## src/rtl/axi4l_mem_master.sv

```systemverilog
// axi4l_mem_master: single-outstanding AXI4-Lite master with lane steering, load extension and a fatal watchdog
module axi4l_mem_master #(
  parameter int          ADDR_W  = 32,
  parameter int          DATA_W  = 32,
  parameter int          TIMEOUT = 255,
  parameter logic [2:0]  PROT    = 3'b000
) (
  input  logic              clk,
  input  logic              rstn,
  input  logic              req_valid,
  output logic              req_ready,
  input  logic              req_we,
  input  logic [1:0]        req_size,
  input  logic              req_signed,
  input  logic [ADDR_W-1:0] req_addr,
  input  logic [DATA_W-1:0] req_wdata,
  output logic              rsp_valid,
  output logic [DATA_W-1:0] rsp_rdata,
  output logic [1:0]        rsp_err,
  output logic [ADDR_W-1:0] ARaddr,
  output logic              ARvalid,
  input  logic              ARready,
  output logic [2:0]        ARprot,
  input  logic [DATA_W-1:0] Rdata,
  input  logic [1:0]        Rresp,
  input  logic              Rvalid,
  output logic              Rready,
  output logic [ADDR_W-1:0] AWaddr,
  output logic              AWvalid,
  input  logic              AWready,
  output logic [2:0]        AWprot,
  output logic [DATA_W-1:0] Wdata,
  output logic [DATA_W/8-1:0] Wstrb,
  output logic              Wvalid,
  input  logic              Wready,
  input  logic [1:0]        Bresp,
  input  logic              Bvalid,
  output logic              Bready
);
  localparam int NB = DATA_W / 8;
  localparam int LB = $clog2(NB);
  localparam int CW = TIMEOUT > 1 ? $clog2(TIMEOUT + 1) : 1;
  typedef enum logic [2:0] {IDLE, RADDR, RDATA, WRITE, WRESP, RESP, FATAL} state_t;
  state_t state;
  logic [CW-1:0] cnt;
  logic [LB-1:0] lane;
  logic [1:0] size_q;
  logic sgn_q;
  logic [LB-1:0] req_lane;
  logic mis, wait_st, w_done, hs, to;
  logic [DATA_W-1:0] sh, up, ext;
  logic signed [DATA_W-1:0] ups, ext_s;
  logic [6:0] sa;
  assign ARprot = PROT;
  assign AWprot = PROT;
  assign req_lane = req_addr[LB-1:0];
  assign mis = |(req_addr[2:0] & 3'((1 << req_size) - 1)) || (DATA_W == 32 && req_size == 2'd3);
  assign wait_st = state inside {RADDR, RDATA, WRITE, WRESP};
  assign w_done = (!AWvalid || AWready) && (!Wvalid || Wready);
  assign hs = state == RADDR ? ARready : state == RDATA ? Rvalid : state == WRITE ? w_done : Bvalid;
  assign to = TIMEOUT != 0 && wait_st && !hs && cnt == CW'(TIMEOUT - 1);
  // shift the lane down, push the wanted bytes to the top, then shift back to extend
  always_comb begin
    sh = Rdata >> {lane, 3'b000};
    sa = 7'(DATA_W - (8 << size_q));
    up = sh << sa;
    ups = up;
    ext_s = ups >>> sa;
    ext = sgn_q ? ext_s : up >> sa;
  end
  always_ff @(posedge clk or negedge rstn)
    if (!rstn) begin
      state <= IDLE;
      cnt <= '0;
      req_ready <= 1'b0;
      rsp_valid <= 1'b0;
      rsp_rdata <= '0;
      rsp_err <= '0;
      ARaddr <= '0;
      ARvalid <= 1'b0;
      Rready <= 1'b0;
      AWaddr <= '0;
      AWvalid <= 1'b0;
      Wdata <= '0;
      Wstrb <= '0;
      Wvalid <= 1'b0;
      Bready <= 1'b0;
      lane <= '0;
      size_q <= '0;
      sgn_q <= 1'b0;
    end else begin
      rsp_valid <= 1'b0;
      cnt <= wait_st ? cnt + 1'b1 : '0;
      if (to) begin
        ARvalid <= 1'b0;
        Rready <= 1'b0;
        AWvalid <= 1'b0;
        Wvalid <= 1'b0;
        Bready <= 1'b0;
        rsp_valid <= 1'b1;
        rsp_err <= 2'd3;
        rsp_rdata <= '0;
        cnt <= '0;
        state <= FATAL;
      end else case (state)
        IDLE:
          if (req_valid && req_ready) begin
            req_ready <= 1'b0;
            lane <= req_lane;
            size_q <= req_size;
            sgn_q <= req_signed;
            ARaddr <= {req_addr[ADDR_W-1:LB], {LB{1'b0}}};
            AWaddr <= {req_addr[ADDR_W-1:LB], {LB{1'b0}}};
            Wdata <= req_wdata << {req_lane, 3'b000};
            Wstrb <= NB'(((1 << (1 << req_size)) - 1) << req_lane);
            rsp_rdata <= '0;
            rsp_err <= mis ? 2'd1 : 2'd0;
            if (mis) begin
              rsp_valid <= 1'b1;
              state <= RESP;
            end else if (req_we) begin
              AWvalid <= 1'b1;
              Wvalid <= 1'b1;
              state <= WRITE;
            end else begin
              ARvalid <= 1'b1;
              state <= RADDR;
            end
          end else req_ready <= 1'b1;
        RADDR:
          if (ARready) begin
            ARvalid <= 1'b0;
            Rready <= 1'b1;
            cnt <= '0;
            state <= RDATA;
          end
        RDATA:
          if (Rvalid) begin
            Rready <= 1'b0;
            rsp_err <= Rresp[1] ? 2'd2 : 2'd0;
            rsp_rdata <= Rresp[1] ? '0 : ext;
            cnt <= '0;
            state <= RESP;
          end
        WRITE: begin
          if (AWready) AWvalid <= 1'b0;
          if (Wready) Wvalid <= 1'b0;
          if (w_done) begin
            Bready <= 1'b1;
            cnt <= '0;
            state <= WRESP;
          end
        end
        WRESP:
          if (Bvalid) begin
            Bready <= 1'b0;
            rsp_err <= Bresp[1] ? 2'd2 : 2'd0;
            rsp_rdata <= '0;
            cnt <= '0;
            state <= RESP;
          end
        RESP:
          if (rsp_valid) begin
            req_ready <= 1'b1;
            state <= IDLE;
          end else rsp_valid <= 1'b1;
        default: ;
      endcase
    end
endmodule

```

## config.mk

```make
export PLATFORM = sky130hd
export DESIGN_NAME = axi4l_mem_master
export DESIGN_NICKNAME = d
export VERILOG_FILES = /design/src/rtl/axi4l_mem_master.sv
export SDC_FILE = /design/constraint.sdc
export NUM_CORES = 1
export LEC_CHECK = 0
export BUFFER_PORTS_ARGS = -buffer_cell sky130_fd_sc_hd__clkbuf_2
export CAP_MARGIN = 20
export CORE_UTILIZATION = 50
export DETAILED_ROUTE_END_ITERATION = 10
export HOLD_SLACK_MARGIN = 0.02
export PLACE_DENSITY = 0.82
export SLEW_MARGIN = 15
export SYNTH_ARGS = -nofsm -noshare
export SYNTH_HDL_FRONTEND = slang
export SYNTH_SLANG_ARGS = --single-unit
export TNS_END_PERCENT = 10
```

## constraint.sdc

```tcl
create_clock -name clk -period 1.9 [get_ports clk]
set_input_delay 0.19 -clock clk [delete_from_list [all_inputs] [get_ports clk]]
set_output_delay 0.19 -clock clk [all_outputs]
set_load 0.05 [all_outputs]
```

== Word level (Yosys, flattened, before mapping) ==
Index checks and enable logic that the tools add are counted.

* Flip-flop bits (word level): 123
* Input bits: 112
* Output and inout port bits: 147
* Logic and storage cells: 146

* Add/subtract/negate cells: 4
* Eq/ne operators: 19
* Shifts and indexed selects: 9
* Multiplexer cells: 66
* Bitwise gates (word level): 2
* Reductions and logical operators: 29

{| class="wikitable"
|+ Operators with widths
! cell !! count
|-
| $mux 32 || 6
|-
| $pmux 32 s3 || 1
|-
| $mux 8 || 6
|-
| $ne 3x3->1 const B || 11
|-
| $pmux 8 s4 || 1
|-
| $shl 1x2->32 const A || 1
|-
| $shl 1x32->32 const A || 1
|-
| $shl 32x2->4 || 1
|-
| $shl 32x5->32 || 1
|-
| $shl 32x7->32 || 1
|-
| $shr 32x5->32 || 1
|-
| $shr 32x7->32 || 1
|-
| $sshr 32x7->32 || 1
|-
| $sub 32x2->32 const B || 1
|-
| $mux 1 || 28
|-
| $mux 3 || 8
|-
| $pmux 3 s6 || 1
|-
| $reduce_and 5->1 || 3
|-
| $mux 2 || 7
|-
| $pmux 1 s2 || 7
|-
| $reduce_and 3->1 || 4
|-
| $reduce_bool 3->1 || 4
|-
| $add 8x1->8 const B || 1
|-
| $eq 8x8->1 const B || 1
|-
| other kinds (21) || 31
|}

== Depth between registers and ports, before layout ==
* Depth after elaboration: 11
* Gate-level depth with buffers: 7
* Depth with buffers taken out: 7

== Worst setup path before layout ==
Ideal clock, no wire load.

* Path kind: register -> register
* Start point: reg req_ready
* End point: reg rsp_rdata[6]
* Arrival time: 1.779 ns
* Required time: 1.779 ns
* Setup slack: -0.001 ns
* Stages on the path, launching flop included: 8
* Buffers on the path: 2
* Cells stage by stage: dfrtp_1 nand2_1 and2_1 a2111o_1 buf_6 buf_6 a32oi_1 nor2_1

* Longest elaborated chain between the ends: 3

{| class="wikitable"
|+ RTL lines
! element !! RTL line !! text
|-
| from (decl) || 11 || <nowiki>output logic req_ready,</nowiki>
|-
| from (signal assigned) || 75 || <nowiki>req_ready <= 1'b0;</nowiki>
|-
| from (signal assigned) || 108 || <nowiki>req_ready <= 1'b0;</nowiki>
|-
| from (signal assigned) || 129 || <nowiki>end else req_ready <= 1'b1;</nowiki>
|-
| $logic_and 1x1->1 || 107 || <nowiki>if (req_valid && req_ready) begin</nowiki>
|-
| $ne 3x3->1 (no source line) || n/a ||
|-
| $reduce_and 4->1 (no source line) || n/a ||
|-
| to (signal assigned) || 141 || <nowiki>rsp_rdata <= Rresp[1] ? '0 : ext;</nowiki>
|-
| to (decl) || 18 || <nowiki>output logic [DATA_W-1:0] rsp_rdata,</nowiki>
|}

No other way between the ends.
A chain may end at the register's enable or synchronous reset.

== Worst setup path in the final report ==
* Start point: reg Wvalid
* End point: reg rsp_rdata[17]

* Longest elaborated chain between the ends: 11
* Elaborated cells between the ends (all ways): 15
* Classes of those cells: eq/ne (3); mux (4); reduce/logical (8)

{| class="wikitable"
|+ RTL lines
! element !! RTL line !! text
|-
| from (decl) || 34 || <nowiki>output logic Wvalid,</nowiki>
|-
| from (signal assigned) || 86 || <nowiki>Wvalid <= 1'b0;</nowiki>
|-
| from (signal assigned) || 98 || <nowiki>Wvalid <= 1'b0;</nowiki>
|-
| from (signal assigned) || 123 || <nowiki>Wvalid <= 1'b1;</nowiki>
|-
| $logic_not 1->1 * || 59 || <nowiki>assign w_done = (!AWvalid || AWready) && (!Wvalid || Wready);</nowiki>
|-
| $logic_or 1x1->1 * || 59 ||
|-
| $logic_and 1x1->1 * || 59 ||
|-
| $mux 1 * (3 in a row) || 60 || <nowiki>assign hs = state == RADDR ? ARready : state == RDATA ? Rvalid : state == WRITE ? w_done : Bvalid;</nowiki>
|-
| $logic_not 1->1 * || 61 || <nowiki>assign to = TIMEOUT != 0 && wait_st && !hs && cnt == CW'(TIMEOUT - 1);</nowiki>
|-
| $logic_and 1x1->1 * (2 in a row) || 61 ||
|-
| $ne 3x3->1 (no source line) / $reduce_bool 4->1 (equally long branches) || n/a ||
|-
| $reduce_and 4->1 (no source line) || n/a ||
|}

Every way passes the cells marked *; elsewhere a longest branch is shown, timed or not.

==> results.yml <==
timing:
  maxSlewViolCount: 0
  final.setup.worst_slack_ns: 0.0212
  finalSetupViolCount: 0
  tns_ns: 0
  finalHoldViolCount: 0
  worstMarginPinSlew_ns: 0.668
  maxSlewHeadroom_pct: 55.4
  fmax_mhz: 532
  rsz0062_at_grt: "yes"
  fin_crit_sh_pct: 98.9
  clock_skew_ns: 0.00472
  min_period_ns: 1.88
clock_network:
  cts_tree: "built"
  clk_latency_ns: 0.42
  cts_buffers: 17
  clockBufferDepth: 2
  clock_sinks: 123
  cts_root_buf: "clkbuf_16"
  htree_num_levels: 4
  clkTransAtPathRegs_ns: 0.05
global_routing:
  grt_usage_pct: 29.9
  grt_max_degree: 52
  grt_pass1_wl_um: 32100
  grt_pass1_vias: 6432
  grt_overflow: 0
  antenna_found_initial: 0
worst_hold_path:
  min_path_cells: 3
  min_path_type: "input port to flop"
yosys:
  async_flop_share_pct: 100
  synth_flop_cell: "dfrtp_1"
  seq_area_frac_synth_pct: 46.3
  yosysUniqueCellTypes: 64
  syn_inst: 745
  syn_area_per_cell_um2: 8.93
  synth_seq_cells: 123
  synth_warnings: 0
  syn_area_um2: 6650
  synth_edf_count: 0
floorplan:
  start_util_pct: 52.1
  die_w_um: 117
  row_count: 41
  dieArea_um2: 13800
  die_h_um: 117
  core_area_um2: 12800
  io_pins: 259
routing:
  dr.pass1.iters: 5
  postRouteAntennaNets: 0
  drt_iter0_markers: 577
  dr_total_vias: 6560
  wl_per_cell_um: 16.6
  drc_errors: 0
  drt-total-wl_um: 20000
  avgViaCountPerCell: 5.45
power_and_ir_drop:
  vdd_ir_drop_max_mv: 1.66
  p_leak_nw: 4.75
  p_per_area_nw_per_um2: 1850
critical_path:
  worstRegToRegCells: 6
  cp_data_required_time_ns: 2.20
  cp.arrival_ns: 2.18
  path_class: "flop to flop"
  end_kind: "flop"
  crit_fanout: 8
  start_kind: "flop"
cells_and_area:
  drive_above_1_share_pct: 35.1
  final_common_cell: "clkbuf_2"
  layout.nets: 1136
  area_delta_synth_final_pct: 36.5
  final_area_um2: 9080
  final_cell_mix: "245 x clkbuf_2, 208 x nand2_1, 121 x dfrtp_1"
  final_core_util_pct: 71.1
  antenna_cells: 0
placed_design:
  place_congestion: 0.919
  dp_slack_ns: 0.0205
  io_buffers: 246
  dpl_cell_area_um2: 8070
  hpwl_um: 13700
run_status:
  status: "finished, final reports clean"
flow_run:
  max_cap_violations: 0
-- final cells by class --
type,instances,area [µm²]
Inverter,12,45.0
Timing Repair Buffer,330,2030
Fill cell,919,3700
Multi-Input combinational cell,535,3090
Tap cell,172,215
Clock inverter,7,138
Clock buffer,24,482
Sequential cell,123,3080
-- power breakdown --
group | switching, mW | leakage [nW] | internal (mW) | total [mW]
Clock | 1.15 | 0.300 | 2.29 | 3.43
Sequential | 0.764 | 1.59 | 3.56 | 4.33
Combinational | 6.69 | 2.85 | 2.37 | 9.06
Total | 8.60 | 4.75 | 8.22 | 16.8
-- repair_timing --
item,in CTS,in global routing
setup buffers,0,1
endpoints found under the hold margin,71,0
gates resized for setup,2,9
setup endpoints to repair,1,35
cloned,0,0
hold buffers,35,0
pin swaps,0,3
-- worst max-delay path: stages (launching register included) --
cell and delay, ns:
dfrtp_1 0.37, nor2b_1 0.43, nor3_4 0.11, a211oi_4 0.36, nor2_2 0.10, buf_12 0.15, a22o_1 0.23
-- worst paths after layout --
check	startpoint	endpoint	slack, ns
min reg2reg	Wdata[7]	Wdata[7]	0.47
max in group asynchronous	rstn	rsp_rdata[17]	0.87
max	Wvalid	rsp_rdata[17]	0.02
min in group asynchronous	rstn	Rready	0.31
min	req_wdata[4]	Wdata[4]	0.04
max reg2reg	Wvalid	rsp_rdata[17]	0.02
-- stage by stage --
stage,instances,hold slack [ns],total power [mW]
after global placement,1136,0.211,13.0
after floorplan,754,-0.106,11.1
after global routing,1203,0.0298,17.6
after detailed placement,1136,0.205,13.2
after CTS,1202,0.0229,16.7
final,1203,0.0361,16.8
-- per-layer routing --
layer  GRT usage (%)  share of wire (%)  vias up
li1                -                  -     3036
met1            34.7                 39     3128
met2            49.6                 49      334
met3            8.61                7.5       62
met4            16.5                4.1        0
met5               0                  0        -
-- flip-flops by register name (all words and copies together) (netlist names), 2 cells and up --
| signal | count |
|---|---|
| size_q | 2 |
| AWaddr | 30 |
| rsp_err | 2 |
| rsp_rdata | 32 |
| state | 3 |
| lane | 2 |
| Wdata | 32 |
| Wstrb | 4 |
| cnt | 8 |
-- cells in the mapped netlist (3+ instances only) --
cell | count | area share [%]
a211o_1 | 9 | 1.2
a211oi_1 | 3 | 0.34
a21oi_1 | 40 | 3.0
a22o_1 | 3 | 0.40
a32oi_1 | 8 | 1.1
and2_1 | 6 | 0.56
buf_1 | 4 | 0.23
buf_2 | 24 | 1.8
buf_4 | 43 | 4.9
clkbuf_1 | 11 | 0.62
dfrtp_1 | 123 | 46
ha_1 | 5 | 0.94
inv_1 | 10 | 0.56
mux2_2 | 12 | 2.0
mux2i_1 | 32 | 4.8
nand2_1 | 208 | 12
nand2b_1 | 6 | 0.56
nand3_1 | 17 | 1.3
nor2_1 | 40 | 2.3
nor2b_1 | 17 | 1.6
nor3_1 | 5 | 0.38
o211ai_1 | 9 | 1.0
o21ai_0 | 43 | 3.2
o22ai_1 | 4 | 0.38
o2bb2ai_1 | 5 | 0.66
o31ai_1 | 10 | 1.1
xor2_1 | 5 | 0.66
-- cells by family (layout without fill, tap and decap cells) --
family                   Yosys count  after routing  share of synthesized area (%)
other                              1             10                         0.0564
multiplexers                      44             44                           6.85
AO/OA/AOI/OAI                    155            155                           16.0
AND/OR/NAND/NOR                  315            315                           20.6
adder cells (fa/ha/maj)            5              5                          0.941
flip-flops                       123            123                           46.3
XOR/XNOR                           6              6                          0.790
buffers and inverters             96            373                           8.52
No activity file was read; power rests on OpenSTA's default activity.
